File: src/rtl/alu_if.sv
// ---------------------------------------------------------------------------
// alu_if
// Operand/result bundle between the CPU datapath and the sequential ALU.
//
// Parameters
//   WIDTH      operand/result width in bits
//
// Signals
//   in_valid   operands/op valid this cycle              (master -> slave)
//   in_ready   ALU can accept; transfer = valid & ready   (slave -> master)
//   op         3-bit operation code                       (master -> slave)
//   a, b       operands                                   (master -> slave)
//   cin_en     chain ADD/SUB with the current C flag      (master -> slave)
//   flags_we   write this op's flags into the register    (master -> slave)
//   result     registered result, held between completions(slave -> master)
//   out_valid  one-cycle completion pulse                 (slave -> master)
//   flags      registered {Z,C,N,V}                       (slave -> master)
//
// Modports
//   master     the datapath side that issues operations
//   slave      the ALU
// ---------------------------------------------------------------------------
interface alu_if #(
  parameter int WIDTH = 8
);
  logic             in_valid;
  logic             in_ready;
  logic [2:0]       op;
  logic [WIDTH-1:0] a;
  logic [WIDTH-1:0] b;
  logic             cin_en;
  logic             flags_we;
  logic [WIDTH-1:0] result;
  logic             out_valid;
  logic [3:0]       flags;

  modport master (
    output in_valid, op, a, b, cin_en, flags_we,
    input  in_ready, result, out_valid, flags
  );

  modport slave (
    input  in_valid, op, a, b, cin_en, flags_we,
    output in_ready, result, out_valid, flags
  );
endinterface

File: src/rtl/alu_seq.sv
// ---------------------------------------------------------------------------
// alu_seq
// Registered ALU for the CPU datapath. Single-cycle add/sub (with carry
// chaining through the C flag), AND/OR/XOR, one-bit logical shifts, and an
// optional shift-add multiplier that occupies WIDTH cycles. Keeps a persistent
// {Z,C,N,V} flags register used by conditional jumps.
//
// Build option
//   ALU_MUL_EN  defined   : op 111 is an unsigned multiply (low WIDTH bits of
//                           a*b, C = high half non-zero), BUSY for WIDTH cycles,
//                           in_ready low while busy.
//               undefined : no multiplier and no BUSY state; op 111 completes
//                           in one cycle with result 0 and flags untouched;
//                           in_ready is tied high.
//
// Parameters
//   WIDTH      operand/result width in bits (>= 4)
//
// Ports
//   clk        rising-edge clock
//   rst_n      asynchronous active-low reset (aborts a multiply in flight)
//   bus        alu_if.slave: in_valid/in_ready handshake, op, a, b, cin_en,
//              flags_we, result, out_valid, flags
//
// Op codes: 000 ADD, 001 SUB, 010 AND, 011 OR, 100 XOR, 101 SHL, 110 SHR,
//           111 MUL. Flags are packed {Z,C,N,V} (bit 3 .. bit 0).
// ---------------------------------------------------------------------------
module alu_seq #(
  parameter int WIDTH = 8
) (
  input  logic  clk,
  input  logic  rst_n,
  alu_if.slave  bus
);

  localparam logic [2:0] OP_ADD = 3'b000;
  localparam logic [2:0] OP_SUB = 3'b001;
  localparam logic [2:0] OP_AND = 3'b010;
  localparam logic [2:0] OP_OR  = 3'b011;
  localparam logic [2:0] OP_XOR = 3'b100;
  localparam logic [2:0] OP_SHL = 3'b101;
  localparam logic [2:0] OP_SHR = 3'b110;
  localparam logic [2:0] OP_MUL = 3'b111;

  // Flags are packed {Z,C,N,V}; C lives at bit 2.
  localparam int FLAG_C = 2;

  // Z and N always follow the result; C and V are op specific.
  function automatic logic [3:0] pack_flags(input logic [WIDTH-1:0] r,
                                            input logic             c,
                                            input logic             v);
    pack_flags = {(r == '0), c, r[WIDTH-1], v};
  endfunction

  logic [WIDTH-1:0] res_p1;
  logic [3:0]       flg_p1;
  logic             vld_p1;
  logic             xfer;

  logic [WIDTH-1:0] b_eff;
  logic             cin_c;
  logic [WIDTH:0]   sum_c;
  logic [WIDTH-1:0] res_c;
  logic             c_c;
  logic             v_c;
  logic [3:0]       flg_c;

  // Stage p0: single-cycle ALU evaluated on the operands presented this cycle.
  always_comb begin
    b_eff = (bus.op == OP_SUB) ? ~bus.b : bus.b;
    // SUB without chaining injects 1 to form the two's complement; with
    // chaining the stored C acts as "no borrow".
    if (bus.cin_en) cin_c = flg_p1[FLAG_C];
    else            cin_c = (bus.op == OP_SUB);
    sum_c = {1'b0, bus.a} + {1'b0, b_eff} + {{WIDTH{1'b0}}, cin_c};
    res_c = '0;
    c_c   = 1'b0;
    v_c   = 1'b0;
    case (bus.op)
      OP_ADD, OP_SUB: begin
        res_c = sum_c[WIDTH-1:0];
        c_c   = sum_c[WIDTH];
        v_c   = (bus.a[WIDTH-1] == b_eff[WIDTH-1]) &
                (sum_c[WIDTH-1] != bus.a[WIDTH-1]);
      end
      OP_AND: res_c = bus.a & bus.b;
      OP_OR:  res_c = bus.a | bus.b;
      OP_XOR: res_c = bus.a ^ bus.b;
      OP_SHL: begin
        res_c = {bus.a[WIDTH-2:0], 1'b0};
        c_c   = bus.a[WIDTH-1];
      end
      OP_SHR: begin
        res_c = {1'b0, bus.a[WIDTH-1:1]};
        c_c   = bus.a[0];
      end
      default: begin
        // MUL: result comes from the multiplier (or is 0 when it is absent).
        res_c = '0;
      end
    endcase
    flg_c = pack_flags(res_c, c_c, v_c);
  end

`ifdef ALU_MUL_EN
  localparam int               CNT_W    = $clog2(WIDTH);
  localparam logic [CNT_W-1:0] CNT_LAST = CNT_W'(WIDTH - 1);

  typedef enum logic {IDLE, BUSY} state_t;

  state_t             state_p1;
  logic               rdy_p1;
  logic [CNT_W-1:0]   cnt_p1;
  logic               fwe_p1;
  logic [2*WIDTH-1:0] mcand_p1;
  logic [2*WIDTH-1:0] acc_p1;
  logic [WIDTH-1:0]   mplier_p1;
  logic [2*WIDTH-1:0] prod_c;

  assign xfer   = bus.in_valid & rdy_p1;
  // Accumulator value after this cycle's iteration; on the last iteration it
  // is the full 2*WIDTH-bit product.
  assign prod_c = acc_p1 + (mplier_p1[0] ? mcand_p1 : '0);

  // Stage p1: multiplier datapath. Loaded on a MUL transfer, then one
  // shift-add per BUSY cycle (LSB-first multiplier, left-shifting multiplicand).
  always_ff @(posedge clk) begin
    if (xfer && (bus.op == OP_MUL)) begin
      mcand_p1  <= {{WIDTH{1'b0}}, bus.a};
      mplier_p1 <= bus.b;
      acc_p1    <= '0;
      fwe_p1    <= bus.flags_we;
    end else if (state_p1 == BUSY) begin
      mcand_p1  <= mcand_p1 << 1;
      mplier_p1 <= mplier_p1 >> 1;
      acc_p1    <= prod_c;
    end
  end

  // Stage p1: control FSM, result and flags registers.
  always_ff @(posedge clk or negedge rst_n) begin
    if (!rst_n) begin
      state_p1 <= IDLE;
      rdy_p1   <= 1'b1;
      cnt_p1   <= '0;
      vld_p1   <= 1'b0;
      res_p1   <= '0;
      flg_p1   <= '0;
    end else begin
      vld_p1 <= 1'b0;
      case (state_p1)
        IDLE: begin
          if (xfer) begin
            if (bus.op == OP_MUL) begin
              state_p1 <= BUSY;
              rdy_p1   <= 1'b0;
              cnt_p1   <= '0;
            end else begin
              res_p1 <= res_c;
              vld_p1 <= 1'b1;
              if (bus.flags_we) flg_p1 <= flg_c;
            end
          end
        end
        BUSY: begin
          cnt_p1 <= cnt_p1 + 1'b1;
          if (cnt_p1 == CNT_LAST) begin
            // Completion and re-opening of the input share the same cycle.
            state_p1 <= IDLE;
            rdy_p1   <= 1'b1;
            vld_p1   <= 1'b1;
            res_p1   <= prod_c[WIDTH-1:0];
            if (fwe_p1)
              flg_p1 <= pack_flags(prod_c[WIDTH-1:0],
                                   |prod_c[2*WIDTH-1:WIDTH], 1'b0);
          end
        end
      endcase
    end
  end

  assign bus.in_ready = rdy_p1;
`else
  assign xfer = bus.in_valid;

  // Stage p1: result and flags registers; op 111 is a one-cycle no-op that
  // reports result 0 and leaves the flags alone.
  always_ff @(posedge clk or negedge rst_n) begin
    if (!rst_n) begin
      vld_p1 <= 1'b0;
      res_p1 <= '0;
      flg_p1 <= '0;
    end else begin
      vld_p1 <= 1'b0;
      if (xfer) begin
        res_p1 <= res_c;
        vld_p1 <= 1'b1;
        if (bus.flags_we && (bus.op != OP_MUL)) flg_p1 <= flg_c;
      end
    end
  end

  assign bus.in_ready = 1'b1;
`endif

  assign bus.result    = res_p1;
  assign bus.out_valid = vld_p1;
  assign bus.flags     = flg_p1;

endmodule

File: src/flat_wrapper.sv
// flat-port wrapper written by rule: the top's interface ports become plain ports
module alu_seq_flat 
#(
  parameter int WIDTH = 8
)
  (clk, rst_n, bus_in_valid, bus_op, bus_a, bus_b, bus_cin_en, bus_flags_we, bus_in_ready, bus_result, bus_out_valid, bus_flags);
  alu_if #(.WIDTH(WIDTH)) bus_i ();
  input  logic clk;
  input  logic rst_n;
  input wire logic [$bits(bus_i.in_valid)-1:0] bus_in_valid;
  input wire logic [$bits(bus_i.op)-1:0] bus_op;
  input wire logic [$bits(bus_i.a)-1:0] bus_a;
  input wire logic [$bits(bus_i.b)-1:0] bus_b;
  input wire logic [$bits(bus_i.cin_en)-1:0] bus_cin_en;
  input wire logic [$bits(bus_i.flags_we)-1:0] bus_flags_we;
  output wire logic [$bits(bus_i.in_ready)-1:0] bus_in_ready;
  output wire logic [$bits(bus_i.result)-1:0] bus_result;
  output wire logic [$bits(bus_i.out_valid)-1:0] bus_out_valid;
  output wire logic [$bits(bus_i.flags)-1:0] bus_flags;
  assign bus_i.in_valid = bus_in_valid;
  assign bus_i.op = bus_op;
  assign bus_i.a = bus_a;
  assign bus_i.b = bus_b;
  assign bus_i.cin_en = bus_cin_en;
  assign bus_i.flags_we = bus_flags_we;
  assign bus_in_ready = bus_i.in_ready;
  assign bus_result = bus_i.result;
  assign bus_out_valid = bus_i.out_valid;
  assign bus_flags = bus_i.flags;
  alu_seq #(.WIDTH(WIDTH)) u_core (.clk(clk), .rst_n(rst_n), .bus(bus_i));
endmodule
File: config.mk
export PLATFORM = sky130hd
export DESIGN_NAME = alu_seq_flat
export DESIGN_NICKNAME = d
export VERILOG_FILES = /design/src/rtl/alu_if.sv /design/src/rtl/alu_seq.sv /design/src/flat_wrapper.sv
export SDC_FILE = /design/constraint.sdc
export NUM_CORES = 1
export LEC_CHECK = 0
export CAP_MARGIN = 20
export CORE_MARGIN = 4
export CORE_UTILIZATION = 40
export DETAILED_ROUTE_END_ITERATION = 8
export GPL_TIMING_DRIVEN = 1
export PLACE_DENSITY = 0.72
export SLEW_MARGIN = 15
export SYNTH_ARGS = -nofsm -noshare
export SYNTH_HDL_FRONTEND = slang
export SYNTH_SLANG_ARGS = --single-unit
export TNS_END_PERCENT = 30
File: constraint.sdc
create_clock -name clk -period 2.7 [get_ports clk]
set_input_delay 0.54 -clock clk [delete_from_list [all_inputs] [get_ports clk]]
set_output_delay 0.54 -clock clk [all_outputs]
set_load 0.02 [all_outputs]
==> impl_results.md, run 1 <==
- Number of global-route vias before repair: 1789
- Leading area contributor after synthesis: dfrtp_1
- Reg power frac: 0.255
- Initial antenna violation count: 0
- Dpl hpwl: 3750 microns
- VDD IR-drop max: 164.9 uV
- Critical path launch point type: primary input
- CTS root buf: clkbuf_8
- Psw: 0.3327 mW
- Path depth of the worst reg2reg path: 8
- Setup Viol. Count Final: 3
- Buffers on Ports: 36
- First-pass GRT wire length: 7969 microns
- Most frequent cell after synthesis: ha_1
- Failing checks: negative setup slack
- Post-synthesis sequential area ratio: 0.1898
- Main flop type after synthesis: dfrtp_1
- Hold WS: 0.4826 ns
- Slew headroom: 0.6194
- Post-synth EDFFs: 0
- Chip Height: 73.46 microns
- Clock skew: 0.004011 ns
- Clock transition at path regs: 0.06 ns
- Last element of the critical path: u_core.bus.flags[3]
- Worst skew pair latency: 0.25 ns
- Chip width: 73.46 microns
- Syn nets: 243
- Worst Path Max Fanout: 4
- Outcome: complete, but fails checks
- Fin. Hold Viols: 0
- Lkg Pwr: 1.206 nW
- CTS tree: built
- Netlist cell types: 54
- P&R area growth vs syn: 47.81%
- GR Util All Layers: 0.1872
- Setup crit start: bus_op[0]
- Net Sw Frac: 0.3576
- Worst setup path category: in2reg
- Unrepaired setup endpoints after global routing: true
- Via/cell ratio: 5.318
- Clock power share: 0.188
- Post-Syn Area: 1714 sq um
- Reg2reg end: u_core.bus.flags[3]
- Synth top area cells: dfrtp_1 19%, ha_1 17%, mux2i_1 7.0%, xnor2_1 6.1%, inv_1 4.8%
- Min cycle time layout: 2.772 ns
- Asr flop ratio synth: 1.000
- Comb pwr share: 0.557
- # nets final: 318
- Pint: 0.5976 mW
- Worst reg2reg startpoint: u_core.bus.flags[2]
- Sink Count: 13
- Post-route ant nets: 0
- Fmax: 0.3608 GHz
- # hold bufs at CTS: 0
- Grt total ovfl: 0
- Slew Limit Fails: 0
- Max-Cap Viols: 0
- Detailed Route Iter0 Violations: 95
- Power density cells: 367.2 nW/um^2
- Syn Area/Cell: 8.836 sq um
- Detailed-route via count: 1691
- Post-route DRC: 0
- Flop and latch count out of synthesis: 13
- CTS Buffer Depth: 2
- Cts bufs inserted: 3
- Rows: 23
- Routed WL: 4797 microns
- Register-to-register path setup slack: 0.09 ns
- Largest net degree at the start of global routing: 25
- Synth top area share: 0.1898
- Initial DRT Pass Iterations: 4
- DIE AREA: 5396 sq um
- Core region area: 4086 sq um
- Share of cells above drive strength 1: 0.2724
- Warnings, synthesis: 0
- Initial core utilization: 0.4195
- Req. time, crit path: 2.84 ns
- GPL Wtd Cong: 0.8880
- Worst Tran Pin Value: 0.5691 ns
- Top cells by count, synth: 23 x ha_1, 22 x inv_1, 18 x nor2_1, 13 x dfrtp_1
- Syn Inst Count: 194
- DR WL/cell: 15.08 microns
- Worst path arrival time: 2.91 ns
- H-tree depth: 1
- Final WS setup: -0.07175 ns
- Fillers: 354
- # diodes: 0
- Final Util: 0.6200
- Hold Path Origin: u_core.bus.flags[0]
- I/O Pins: 38
- Crit share post-route: 1.027
- Critical path capture point type: flip-flop
- Min-Delay Path Class: reg2reg
==> placed cells by master, fill, tap and decap left out, types with 7 or more instances in the layout <==
cell type and n:
buf_4 43, clkdlybuf4s50_1 31, ha_1 23, inv_1 21
nor2_1 17, dfrtp_1 13, mux2i_1 12, xnor2_1 10
nand2_1 9, a21oi_1 7
==> how the worst min path moves through the flow <==
stage,endpoint,slack (ns),cells after the start
6_report,u_core.bus.flags[0],0.48,2
5_1_grt,u_core.bus.flags[0],0.54,2
2_1_floorplan,u_core.bus.flags[0],0.24,0
4_1_cts,u_core.bus.flags[0],0.49,2
3_5_place_dp,u_core.bus.flags[0],0.48,2
3_3_place_gp,u_core.bus.flags[1],0.47,2
==> flip-flops by register name, indices dropped and copies added (netlist names) <==
signal,cells
u_core.bus.flags,4
u_core.bus.out_valid,1
u_core.bus.result,8
==> stage by stage <==
| stage | cells | power, mW | cell area (sq um) | setup TNS, ns | setup WS [ns] |
|---|---|---|---|---|---|
| global placement | 311 | 0.7250 | 2401 | -7.218 | -0.8184 |
| detailed placement | 311 | 0.7334 | 2401 | -7.637 | -0.8732 |
| CTS | 317 | 0.9232 | 2510 | -0.02664 | -0.02664 |
| global route | 318 | 0.9917 | 2534 | -0.4215 | -0.1736 |
| finish | 318 | 0.9304 | 2534 | -0.1645 | -0.07175 |
| floorplan | 194 | 0.5152 | 1792 | -2.874 | -0.5639 |
==> critical path, cell delays in order <==
cell      delay [ns]
buf_6           0.10
and2_4          0.16
mux2_4          0.27
fa_2            0.39
fa_2            0.39
a211oi_2        0.28
nor3b_2         0.10
o31a_1          0.26
and4_1          0.20
a31o_1          0.21
==> cells by family (layout without fill, tap and decap cells) <==
group,count (synthesis),count (layout),synth area share
fa+ha+maj,25,25,0.1912
buf+inv,32,106,0.09051
xor+xnor,12,12,0.06131
simple gates,51,51,0.1569
compound gates,43,43,0.2007
other cells,1,1,0.002188
flops,13,13,0.1898
mux,17,17,0.1073
==> final cells by class <==
class                           count  area, sq um  area share
Clock buffer                        4        45.04     0.01778
Inverter                           22        82.58     0.03259
Multi-Input combinational cell    149         1323      0.5220
Sequential cell                    13        325.3      0.1284
Tap cell                           50        62.56     0.02469
Timing Repair Buffer               80        695.7      0.2746
==> power groups by stage <==
stage | Combinational, mW | Sequential [mW] | Clock, mW
3_3_place_gp | 0.486 | 0.239 | 0
3_5_place_dp | 0.493 | 0.240 | 0
4_1_cts | 0.508 | 0.237 | 0.178
5_1_grt | 0.563 | 0.240 | 0.188
2_1_floorplan | 0.242 | 0.273 | 0
6_report | 0.518 | 0.237 | 0.175
==> metal layers <==
| layer | global-route usage | up-vias | part of all wire |
|---|---|---|---|
| li1 | - | 846 | - |
| met1 | 0.2295 | 796 | 0.43 |
| met2 | 0.3258 | 39 | 0.51 |
| met3 | 0.03146 | 10 | 0.037 |
| met4 | 0.06841 | 0 | 0.025 |
| met5 | 0 | - | 0 |
==> timing repair <==
action / 4_1_cts / 5_1_grt
pin swaps: 13 / 10
gates resized for setup: 29 / 6
buffers inserted: 2 / 1
cloned: 0 / 0
endpoints found under the setup margin: 11 / 6
No activity file was read; power rests on OpenSTA's default activity.
==> run 2, diff against run 1 <==
--- a/config.mk
+++ b/config.mk
@@ -6,6 +6,7 @@
 export NUM_CORES = 1
 export LEC_CHECK = 0
 export CAP_MARGIN = 20
+export CORE_ASPECT_RATIO = 0.6
 export CORE_MARGIN = 4
 export CORE_UTILIZATION = 40
 export DETAILED_ROUTE_END_ITERATION = 8
==> constraint.sdc (replaced) <==
create_clock -name clk -period 2.4 [get_ports clk]
set_input_delay 0.48 -clock clk [delete_from_list [all_inputs] [get_ports clk]]
set_output_delay 0.48 -clock clk [all_outputs]
set_load 0.02 [all_outputs]
==> run 2 against run 1 <==
Largest power group unchanged. Non-clock buffer count increased by 20. Critical path type unchanged. Routed wire length increased by 9.4%. Total power increased by 19%. Clock power increased by 14%. Worst setup slack got worse by 0.26 ns. The run still ends with negative setup slack left.
==> impl_results.md, run 2 (synthesized netlist as in run 1, its figures left out) <==
- Pint: 0.7063 mW
- Routed WL: 5246 microns
- Psw: 0.4027 mW
- CTS root buf: clkbuf_8
- Min-Delay Path Class: reg2reg
- # hold bufs at CTS: 0
- Post-route DRC: 0
- Slowest-stage cell, CP: fa_2
- Initial antenna violation count: 0
- Cts bufs inserted: 3
- # nets final: 338
- Unrepaired setup endpoints after global routing: true
- Outcome: complete, but fails checks
- H-tree depth: 1
- Worst path arrival time: 2.93 ns
- Min cycle time layout: 2.737 ns
- Rows: 18
- Fmax: 0.3654 GHz
- Most frequent cells in the layout: 60 x buf_4, 30 x clkdlybuf4s50_1, 22 x ha_1, 20 x inv_1, 16 x nor2_1
- Crit path cell chain: buf_8, and2_4, mux2_4, fa_2, fa_2, xnor2_1, o21ai_1, a221oi_2, and4_1, and4_1, a31o_1
- Fillers: 342
- Failing checks: negative setup slack
- Lkg Pwr: 1.328 nW
- Power density cells: 401.8 nW/um^2
- Core region area: 4121 sq um
- I/O Pins: 38
- Via/cell ratio: 5.227
- Chip width: 92.51 microns
- Detailed-route via count: 1819
- Dpl hpwl: 4040 microns
- First-pass GRT wire length: 8190 microns
- Area of the multi-input gates: 1363 sq um
- Detailed Route Iter0 Violations: 119
- Critical path capture point type: flip-flop
- Worst skew pair latency: 0.25 ns
- Net Sw Frac: 0.3631
- VDD IR-drop max: 244.5 uV
- Slew headroom: 0.6195
- Reg power frac: 0.240
- Setup Viol. Count Final: 9
- Post-route ant nets: 0
- Clock transition at path regs: 0.06 ns
- Crit-path max cell delay: 0.42 ns
- Req. time, crit path: 2.59 ns
- Fin. Hold Viols: 0
- Final WS setup: -0.3367 ns
- Fin Setup TNS: -1.437 ns
- Final Util: 0.6697
- Grt total ovfl: 0
- Chip Height: 58.71 microns
- Clock skew: 0.0009368 ns
- Worst Tran Pin Value: 0.5689 ns
- Max-Cap Viols: 0
- Worst setup path category: in2reg
- Clock power share: 0.180
- CTS tree: built
- Crit share post-route: 1.140
- DIE AREA: 5431 sq um
- Max FFs per register: 8
- Initial core utilization: 0.4159
- Hold WS: 0.4903 ns
- Largest net degree at the start of global routing: 25
- # diodes: 0
- Crit path max-delay family: adder cells
- GR Util All Layers: 0.1931
- Comb pwr share: 0.580
- CTS Buffer Depth: 2
- Sink Count: 13
- DR WL/cell: 15.07 microns
- Pre-CTS setup slack: -1.170 ns
- Critical path launch point type: primary input
- Commonest non-fill, non-tap cell in the layout: buf_4
- Slew Limit Fails: 0
- Initial DRT Pass Iterations: 4
- Worst Path Max Fanout: 2
- Worst path bufs/invs: 1
- Buffers on Ports: 36
- Share of cells above drive strength 1: 0.3542
- Number of global-route vias before repair: 1619
- GPL Wtd Cong: 0.9194
- P&R area growth vs syn: 61.02%
- FF/Latch Area: 325.3 sq um
==> run 2: changes by cell type in the layout (fill, tap and decap cells not counted), moves of 2 or more <==
cell,previous run,this run
buf_4,43,60
a21oi_1,7,3
a21oi_2,0,4
buf_6,3,5
==> run 2: final timing paths <==
check,slack (ns),depth (start not counted),endpoint,start
max,-0.34,11,u_core.bus.flags[3],bus_op[0]
min,0.49,2,u_core.bus.flags[0],u_core.bus.flags[0]
max reg2reg,-0.28,9,u_core.bus.flags[3],u_core.bus.flags[2]
min reg2reg,0.49,2,u_core.bus.flags[0],u_core.bus.flags[0]
max in group asynchronous,1.43,1,u_core.bus.result[5],rst_n
min in group asynchronous,0.60,1,u_core.bus.result[0],rst_n
==> run 2: cell type report <==
class | count | area share
Inverter | 22 | 0.02992
Clock buffer | 3 | 0.01496
Clock inverter | 1 | 0.001813
Tap cell | 60 | 0.02720
Sequential cell | 13 | 0.1179
Timing Repair Buffer | 100 | 0.3146
Multi-Input combinational cell | 149 | 0.4937
==> run 2: per-layer routing <==
metal	GRT usage	wire length (microns)	vias to the layer above
met5	0	0	-
met1	0.2945	2570	884
met4	0.03171	55	0
li1	-	-	880
met2	0.2887	2347	49
met3	0.03448	272	6
==> run 2: what timing repair did <==
| item | CTS | global route |
|---|---|---|
| endpoints found under the setup margin | 12 | 11 |
| pin swaps | 18 | 20 |
| setup buffers | 1 | 7 |
| resized for setup | 33 | 18 |
==> run 2: per-stage QoR <==
step           power [mW]  area (sq um)  instances
2_1_floorplan      0.5796          1792        194
3_3_place_gp       0.8378          2526        336
3_5_place_dp       0.8496          2526        336
4_1_cts             1.073          2629        341
5_1_grt             1.176          2760        348
6_report            1.109          2760        348
==> run 2: tightest hold or removal path: stages, from the launching register on <==
cell,delay (ns)
dfrtp_1,0.35
nand2_1,0.07
o41ai_2,0.04
==> run 2: power by group through the flow <==
stage,logic [mW],clock network [mW],registers [mW]
after floorplan,0.273,0,0.307
after global placement,0.568,0,0.270
after detailed placement,0.579,0,0.270
after CTS,0.603,0.203,0.267
after global routing,0.693,0.211,0.272
final,0.644,0.199,0.266
